File: src/rtl/uart_pkg.sv
// Shared types and constants for the UART transmit path: scheduler states,
// keypad ASCII codes and default serializer timing.
package uart_pkg;

  typedef enum logic [2:0] {
    S_IDLE,
    S_START,
    S_WAIT_BUSY,
    S_SENDING,
    S_GAP
  } sched_state_t;

  localparam logic [7:0] KEY_0    = 8'h30;
  localparam logic [7:0] KEY_1    = 8'h31;
  localparam logic [7:0] KEY_2    = 8'h32;
  localparam logic [7:0] KEY_3    = 8'h33;
  localparam logic [7:0] KEY_4    = 8'h34;
  localparam logic [7:0] KEY_5    = 8'h35;
  localparam logic [7:0] KEY_6    = 8'h36;
  localparam logic [7:0] KEY_7    = 8'h37;
  localparam logic [7:0] KEY_8    = 8'h38;
  localparam logic [7:0] KEY_9    = 8'h39;
  localparam logic [7:0] KEY_STAR = 8'h2A;
  localparam logic [7:0] KEY_HASH = 8'h23;

  localparam int CLK_HZ_DEFAULT = 50_000_000;
  localparam int BAUD_DEFAULT   = 115_200;
  localparam int FRAME_BITS     = 10;
  localparam int CLKS_PER_BIT   = CLK_HZ_DEFAULT / BAUD_DEFAULT;

  function automatic int max_int(input int a, input int b);
    return (a > b) ? a : b;
  endfunction

endpackage

File: src/rtl/uart_tx_sched_if.sv
// Producer handshake plus the uart_tx start/busy handshake, bundled as one bus.
// master = scheduler side, slave = producers and serializer.
interface uart_tx_sched_if #(
  parameter int N_REQ = 2
);
  logic [N_REQ-1:0]   req_valid;
  logic [8*N_REQ-1:0] req_data;
  logic [N_REQ-1:0]   req_ready;
  logic [7:0]         data_tx;
  logic               transmit;
  logic               tx_busy;

  modport master (
    input  req_valid, req_data, tx_busy,
    output req_ready, data_tx, transmit
  );

  modport slave (
    output req_valid, req_data, tx_busy,
    input  req_ready, data_tx, transmit
  );
endinterface

File: src/rtl/rr_arbiter.sv
// Combinational round-robin arbiter: first requester above ptr (wrapping) wins.
module rr_arbiter #(
  parameter int N_REQ = 2
) (
  input  logic [N_REQ-1:0]         req,
  input  logic [$clog2(N_REQ)-1:0] ptr,
  input  logic                     en,
  output logic [N_REQ-1:0]         gnt,
  output logic [$clog2(N_REQ)-1:0] gnt_id
);
  localparam int IW = $clog2(N_REQ);
  localparam int SW = IW + 1;

  // cand[k] is the requester index at search position k, i.e. (ptr+1+k) mod N_REQ
  logic [IW-1:0] cand [N_REQ];
  logic [SW-1:0] sum  [N_REQ];

  generate
    for (genvar gi = 0; gi < N_REQ; gi++) begin : g_cand
      assign sum[gi]  = {1'b0, ptr} + SW'(gi + 1);
      assign cand[gi] = (sum[gi] >= SW'(N_REQ)) ? IW'(sum[gi] - SW'(N_REQ))
                                                 : sum[gi][IW-1:0];
    end
  endgenerate

  always_comb begin
    logic found;
    found  = 1'b0;
    gnt    = '0;
    gnt_id = '0;
    for (int k = 0; k < N_REQ; k++) begin
      if (!found && en && req[cand[k]]) begin
        found          = 1'b1;
        gnt[cand[k]]   = 1'b1;
        gnt_id         = cand[k];
      end
    end
  end

endmodule

File: src/rtl/uart_tx_sched.sv
// Shares one uart_tx between N_REQ byte producers: round-robin accept, start pulse,
// frame wait, inter-character gap and start-timeout recovery.
module uart_tx_sched
  import uart_pkg::*;
#(
  parameter int N_REQ         = 2,
  parameter int GAP_CYCLES    = 16,
  parameter int START_TIMEOUT = 8
) (
  input  logic                     clk,
  input  logic                     rst,
  uart_tx_sched_if.master          bus,
  output logic [$clog2(N_REQ)-1:0] grant_id,
  output logic                     active,
  output logic                     err_timeout
);
  localparam int IW      = $clog2(N_REQ);
  localparam int CNT_MAX = max_int(GAP_CYCLES, START_TIMEOUT);
  localparam int CW      = $clog2(CNT_MAX + 1);

  typedef logic [CW-1:0] cnt_t;
  localparam cnt_t CNT_SAT = cnt_t'(CNT_MAX);
  localparam cnt_t GAP_END = cnt_t'(GAP_CYCLES);
  localparam cnt_t TO_END  = cnt_t'(START_TIMEOUT);

  sched_state_t  state_reg, state_next;
  cnt_t          cnt_reg, cnt_next;
  logic [IW-1:0] rr_ptr_reg, rr_ptr_next;
  logic [7:0]    data_tx_reg, data_tx_next;
  logic [IW-1:0] grant_id_reg, grant_id_next;
  logic          transmit_c;
  logic          err_timeout_c;
  logic          arb_en;
  logic [N_REQ-1:0] gnt;
  logic [IW-1:0]    gnt_id;
  logic [7:0]       req_byte [N_REQ];

  generate
    for (genvar gi = 0; gi < N_REQ; gi++) begin : g_bytes
      assign req_byte[gi] = bus.req_data[8*gi +: 8];
    end
  endgenerate

  // Reset also gates the accept strobe so nothing is offered while rst is low
  assign arb_en = (state_reg == S_IDLE) && rst;

  rr_arbiter #(.N_REQ(N_REQ)) u_arb (
    .req    (bus.req_valid),
    .ptr    (rr_ptr_reg),
    .en     (arb_en),
    .gnt    (gnt),
    .gnt_id (gnt_id)
  );

  function automatic cnt_t sat_inc(input cnt_t c);
    return (c == CNT_SAT) ? c : c + cnt_t'(1);
  endfunction

  always_comb begin
    state_next    = state_reg;
    cnt_next      = cnt_reg;
    rr_ptr_next   = rr_ptr_reg;
    data_tx_next  = data_tx_reg;
    grant_id_next = grant_id_reg;
    transmit_c    = 1'b0;
    err_timeout_c = 1'b0;
    case (state_reg)
      S_IDLE: begin
        if (|gnt) begin
          data_tx_next  = req_byte[gnt_id];
          grant_id_next = gnt_id;
          rr_ptr_next   = gnt_id;
          state_next    = S_START;
        end
      end
      S_START: begin
        transmit_c = 1'b1;
        cnt_next   = '0;
        state_next = S_WAIT_BUSY;
      end
      S_WAIT_BUSY: begin
        if (bus.tx_busy) begin
          state_next = S_SENDING;
        end else if (cnt_reg == TO_END) begin
          // Serializer never started: drop the byte rather than retry
          err_timeout_c = 1'b1;
          cnt_next      = '0;
          state_next    = S_GAP;
        end else begin
          cnt_next = sat_inc(cnt_reg);
        end
      end
      S_SENDING: begin
        if (!bus.tx_busy) begin
          cnt_next   = '0;
          state_next = S_GAP;
        end
      end
      S_GAP: begin
        if (cnt_reg >= GAP_END) begin
          state_next = S_IDLE;
        end else begin
          cnt_next = sat_inc(cnt_reg);
        end
      end
      default: state_next = S_IDLE;
    endcase
  end

  always_ff @(posedge clk or negedge rst) begin
    if (!rst) begin
      state_reg    <= S_IDLE;
      cnt_reg      <= '0;
      rr_ptr_reg   <= IW'(N_REQ - 1);
      data_tx_reg  <= 8'h00;
      grant_id_reg <= '0;
    end else begin
      state_reg    <= state_next;
      cnt_reg      <= cnt_next;
      rr_ptr_reg   <= rr_ptr_next;
      data_tx_reg  <= data_tx_next;
      grant_id_reg <= grant_id_next;
    end
  end

  assign bus.req_ready = gnt;
  assign bus.data_tx   = data_tx_reg;
  assign bus.transmit  = transmit_c;
  assign grant_id      = grant_id_reg;
  assign active        = (state_reg != S_IDLE);
  assign err_timeout   = err_timeout_c;

endmodule

File: src/flat_wrapper.sv
// flat-port wrapper written by rule: the top's interface ports become plain ports
module uart_tx_sched_flat import uart_pkg::*;
#(
  parameter int N_REQ         = 2,
  parameter int GAP_CYCLES    = 16,
  parameter int START_TIMEOUT = 8
)
  (clk, rst, grant_id, active, err_timeout, bus_req_valid, bus_req_data, bus_tx_busy, bus_req_ready, bus_data_tx, bus_transmit);
  uart_tx_sched_if #(.N_REQ(N_REQ)) bus_i ();
  input  logic clk;
  input  logic rst;
  output logic [$clog2(N_REQ)-1:0] grant_id;
  output logic active;
  output logic err_timeout;
  input wire logic [$bits(bus_i.req_valid)-1:0] bus_req_valid;
  input wire logic [$bits(bus_i.req_data)-1:0] bus_req_data;
  input wire logic [$bits(bus_i.tx_busy)-1:0] bus_tx_busy;
  output wire logic [$bits(bus_i.req_ready)-1:0] bus_req_ready;
  output wire logic [$bits(bus_i.data_tx)-1:0] bus_data_tx;
  output wire logic [$bits(bus_i.transmit)-1:0] bus_transmit;
  assign bus_i.req_valid = bus_req_valid;
  assign bus_i.req_data = bus_req_data;
  assign bus_i.tx_busy = bus_tx_busy;
  assign bus_req_ready = bus_i.req_ready;
  assign bus_data_tx = bus_i.data_tx;
  assign bus_transmit = bus_i.transmit;
  uart_tx_sched #(.N_REQ(N_REQ), .GAP_CYCLES(GAP_CYCLES), .START_TIMEOUT(START_TIMEOUT)) u_core (.clk(clk), .rst(rst), .bus(bus_i), .grant_id(grant_id), .active(active), .err_timeout(err_timeout));
endmodule
File: config.mk
export PLATFORM = sky130hd
export DESIGN_NAME = uart_tx_sched_flat
export DESIGN_NICKNAME = d
export VERILOG_FILES = /design/src/rtl/uart_pkg.sv /design/src/rtl/uart_tx_sched_if.sv /design/src/rtl/rr_arbiter.sv /design/src/rtl/uart_tx_sched.sv /design/src/flat_wrapper.sv
export SDC_FILE = /design/constraint.sdc
export NUM_CORES = 1
export LEC_CHECK = 0
export ABC_AREA = 1
export CAP_MARGIN = 20
export CORE_UTILIZATION = 29
export CTS_BUF_LIST = sky130_fd_sc_hd__clkbuf_8
export DETAILED_ROUTE_END_ITERATION = 10
export GPL_TIMING_DRIVEN = 0
export RECOVER_POWER = 50
export SKIP_LAST_GASP = 1
export SLEW_MARGIN = 15
export SYNTH_ARGS = -nofsm -noshare
export SYNTH_HDL_FRONTEND = slang
export SYNTH_SLANG_ARGS = --single-unit
File: constraint.sdc
create_clock -name clk -period 3 [get_ports clk]
set_input_delay 0.6 -clock clk [delete_from_list [all_inputs] [get_ports clk]]
set_output_delay 0.6 -clock clk [all_outputs]
set_load 0.01 [all_outputs]
After elaboration in Yosys (flattened, before gate mapping) --
Index checks and enable logic that the tools add are counted.
Word-level totals: flip-flop bits (word level) 18, bits in latches 0, bits in writable memories 0, bits in read-only memories 0, input bits 21, word-level logic and storage cells 80, memories kept 0
Operators by class: add/subtract/negate cells 5, multiply operators 0, div/mod/pow operators 0, magnitude comparators 8, equal/unequal tests 12, shift operators 0, mux-type cells 34, bitwise operators 2, reductions and logical operators 14
Operator list (count):
- $mux W5 | 5
- $mux W8 | 3
- $pmux W5 S4 | 1
- $mux W1 | 15
- $mux W3 | 5
- $pmux W3 S5 | 1
- $ne A2 B2 Y1 const B | 4
- $reduce_and A4 Y1 | 2
- $eq A3 B2 Y1 const B | 2
- $ge A2 B2 Y1 const B | 3
- $logic_and A1 B1 Y1 | 6
- $add A5 B1 Y5 const B | 1
- $eq A5 B4 Y1 const B | 1
- $eq A5 B5 Y1 const B | 1
- $ge A5 B5 Y1 const B | 1
- $lt A1 B2 Y1 const B | 2
- $mux W2 | 2
- $reduce_bool A4 Y1 | 1
- $eq A3 B1 Y1 const B | 1
- $eq A3 B3 Y1 const B | 1
- $logic_not A3 Y1 | 1
- $ne A3 B2 Y1 const B | 1
- $reduce_bool A3 Y1 | 1
- $add A1 B1 Y2 const B | 1
- 10 further kinds | 13

Logic depth before layout (Yosys ltp) --
word-level depth 15, gate-level depth with buffers 10, depth with buffers taken out 10

Modules after synthesis --
Synthesis repeated with hierarchy kept, for this count alone.
Unflattened totals: cells, all modules 138, area, all modules 1051.0 um^2
By module, submodules not included:
- uart_tx_sched | times used 1, cells each 132, area an instance 1024.7 um^2
- rr_arbiter | times used 1, cells each 6, area an instance 26.3 um^2

Worst setup path after synthesis --
Ideal clock, no wire load.
path kind input to output, from input port bus_req_valid[1], to output port bus_req_ready[1], arrival time 1.244 ns, data required time 2.400 ns, path slack 1.156 ns, cell stages on the path 5, cell sequence inv_1 -> a21oi_2 -> nand2_2 -> buf_6 -> inv_1
On the way: cells in the longest elaborated chain, start to end 8, elaborated cells on any way between the ends 12, those cells by class mux: 7; bitwise: 1; reduce/logical: 4
RTL lines:
- start: declaration | line flat_wrapper.sv:15 | input wire logic [$bits(bus_i.req_valid)-1:0] bus_req_valid;
- $mux W1 (implied by the code) (2 in a row) | line rr_arbiter.sv:32 | if (!found && en && req[cand[k]]) begin
- $logic_and A1 B1 Y1 | line rr_arbiter.sv:32
- $mux W1 | line rr_arbiter.sv:32
- $logic_not A1 Y1 | line rr_arbiter.sv:32
- $logic_and A1 B1 Y1 (2 in a row) | line rr_arbiter.sv:32
- $mux W2 (*) | line rr_arbiter.sv:32
- end: declaration | line flat_wrapper.sv:18 | output wire logic [$bits(bus_i.req_ready)-1:0] bus_req_ready;
Every way passes the cells marked *; elsewhere a longest branch is shown, timed or not. The select of a mux whose other input is x is not followed.

Worst setup path after layout --
Same ends and word-level chain as after synthesis.

==> flow_summary.yaml <==
outcome:
  outcome: "completed"
floorplanning:
  core_um2: 3744
  die_w_um: 65.28
  io_pins: 35
  dieArea_um2: 4261
  rows: 22
  fp.dieH_um: 65.28
  initial_core_util_pct: 31.02
synthesis:
  async_reset_ff_share_pct: 100.0
  synth_warnings: 0
  ys_top_cells_by_count: "nand2_1, inv_1, dfrtp_1, nand3_1, nor2_1"
  synth_top_area_share_pct: 36.64
  synth-seq-area-share_pct: 38.90
  synth_cell_types: 23
  synth-edff-count: 0
  synth-main-ff-cell: "dfrtp_1"
  synth_area_leader_cell: "dfrtp_1"
  synth_seq_cells: 18
  syn_area_um2: 1161
  syn_nets: 186
  synthCells: 163
  synth.area.top_cells: "dfrtp_1, nand2_1, inv_1"
  avgSynthCellArea_um2: 7.123
  synth.most_common_cell: "nand2_1"
timing:
  period_needed_ps: 2850
  finalWorstSetupSlack_ps: 149.7
  timing.final.crit_share_pct: 95.01
  max_freq_mhz: 350.8
  tns_ps: 0
  tightest_slew_ps: 452.1
  rsz0062_at_grt: "false"
  maxSlewViolCount: 0
  skew_ps: 4.487
  setup_violations: 0
  slew_headroom_pct: 69.86
  timing.hold.ws_ps: 289.3
  final-hold-violation-count: 0
final_layout:
  regArea_um2: 451.7
  nets: 225
  drive_above_1_share_pct: 7.463
  fin_cells: 249
  largest_reg_flops: 8
  final_cell_area_um2: 1609
  multiInputGateArea_um2: 585.6
  nFillCells: 415
  diodes: 0
  syn_to_final_growth_pct: 38.58
global_routing:
  grtUsageMet3_pct: 3.472
  grt-busiest-layer: "met2"
  antenna_found_initial: 0
  grt_remaining_overflow: 0
  grt.total_usage_pct: 13.84
  grt_use_met2_pct: 22.94
  grt_pass1_wl_um: 4616
  grt_max_degree: 21
  met1_usage_pct: 17.17
  grt_pass1_vias: 1091
place:
  placed_area_um2: 1562
  port-buffer-count: 34
  hpwlAfterDp_um: 1942
  place.gp.congestion: 0.8619
  placed_cells: 245
  preCtsSetupSlack_ps: -713.7
clock_tree:
  cts_root_buf: "clkbuf_8"
  post_cts_buffers: 0
  clock_sinks: 18
  insertion_delay_ps: 250
  cts_tree: "built"
  cts_made_buffers: 3
  clk_path_buf_depth: 2
  cts_htree_levels: 1
  path_clk_slew_ps: 70
power_and_ir_drop:
  leakage_nw: 0.8310
  p_per_area_nw_per_um2: 793.1
  peakVddDrop_mv: 0.3010
detailed_routing:
  viasPerCell: 4.454
  avgRoutedWirePerCell_um: 10.29
  wirelength_um: 2563
  drc: 0
  drtPass1Iterations: 4
  vias: 1109
  drt_iter0_markers: 36
  drt.antenna.violating_nets: 0
setup_path:
  cp_data_required_time_ps: 2400
  cp.arrival_ps: 2250
  crit_fanout: 10
  worstSetupEndpointType: "output port"
  crit_type: "input port to output port"
  cp-start-kind: "input port"
job:
  drv_cap: 0
worst_hold_path:
  min_path_type: "input port to asynchronous set/reset pin"
-- power by group --
| part | total, mW | internal [mW] | switching [mW] |
|---|---|---|---|
| clock | 0.171 | 0.0908 | 0.0801 |
| sequential | 0.425 | 0.344 | 0.0809 |
| combinational | 0.680 | 0.306 | 0.375 |
-- per-layer routing --
metal	routed length, um	vias to the layer above
met5	0	-
met4	25	0
met3	157	4
met2	1185	35
met1	1195	491
li1	-	579
-- kinds of logic after synthesis --
kind of cell    count (synthesis)  share of synthesized area (%)
simple gates                   98                          40.08
buf+inv                        31                          11.31
flops                          18                          38.90
compound gates                 12                          6.034
xor+xnor                        2                          1.509
fa+ha+maj                       2                          2.155
-- through the flow --
step / utilization (%) / power [mW]
2_1_floorplan: - / 0.8348
3_3_place_gp: 41.71 / 1.107
3_5_place_dp: 41.71 / 1.108
4_1_cts: 42.91 / 1.288
5_1_grt: 42.98 / 1.402
6_report: 42.98 / 1.276
-- path summary, 6_finish.rpt --
check,from,endpoint,slack [ps],cells past startpoint
hold / removal,rst,u_core.bus.data_tx[4],290,1
hold reg to reg,u_core.grant_id,u_core.grant_id,470,2
max in group asynchronous,rst,u_core.rr_ptr_reg,2370,1
min in group clk,u_core.grant_id,u_core.grant_id,470,2
setup reg to reg,u_core.state_reg[2],u_core.cnt_reg[4],1540,7
setup / recovery,bus_req_valid[1],bus_req_ready[1],150,7
-- final cells by class --
type,instances,share of cell area [%]
Buffer,2,1.400
Clock buffer,3,2.566
Clock inverter,1,0.2333
Inverter,29,6.765
Multi-Input combinational cell,114,36.39
Sequential cell,18,28.07
Tap cell,48,3.733
Timing Repair Buffer,34,20.84
-- critical path, cell delays in order --
cell             delay [ps]
clkdlybuf4s50_1         470
inv_1                    70
a21oi_4                 280
nand2_2                 110
buf_6                   150
inv_1                    50
clkdlybuf4s50_1         520
-- cell usage in the layout, fill, tap and decap left out, types with 2 or more instances in the layout --
master	n
a21oi_1	5
buf_6	2
clkbuf_8	3
clkdlybuf4s50_1	32
dfrtp_1	17
ha_1	2
inv_1	29
nand2_1	50
nand2_2	2
nand3_1	17
nand3b_1	9
nand4_1	2
nor2_1	14
o21ai_0	4
xor2_1	2
-- timing repair --
item | CTS | global route
endpoints found under the setup margin | 2 | 1
hold buffers | 0 | 0
gates resized for setup | 4 | 2
No activity file was read; power rests on OpenSTA's default activity.
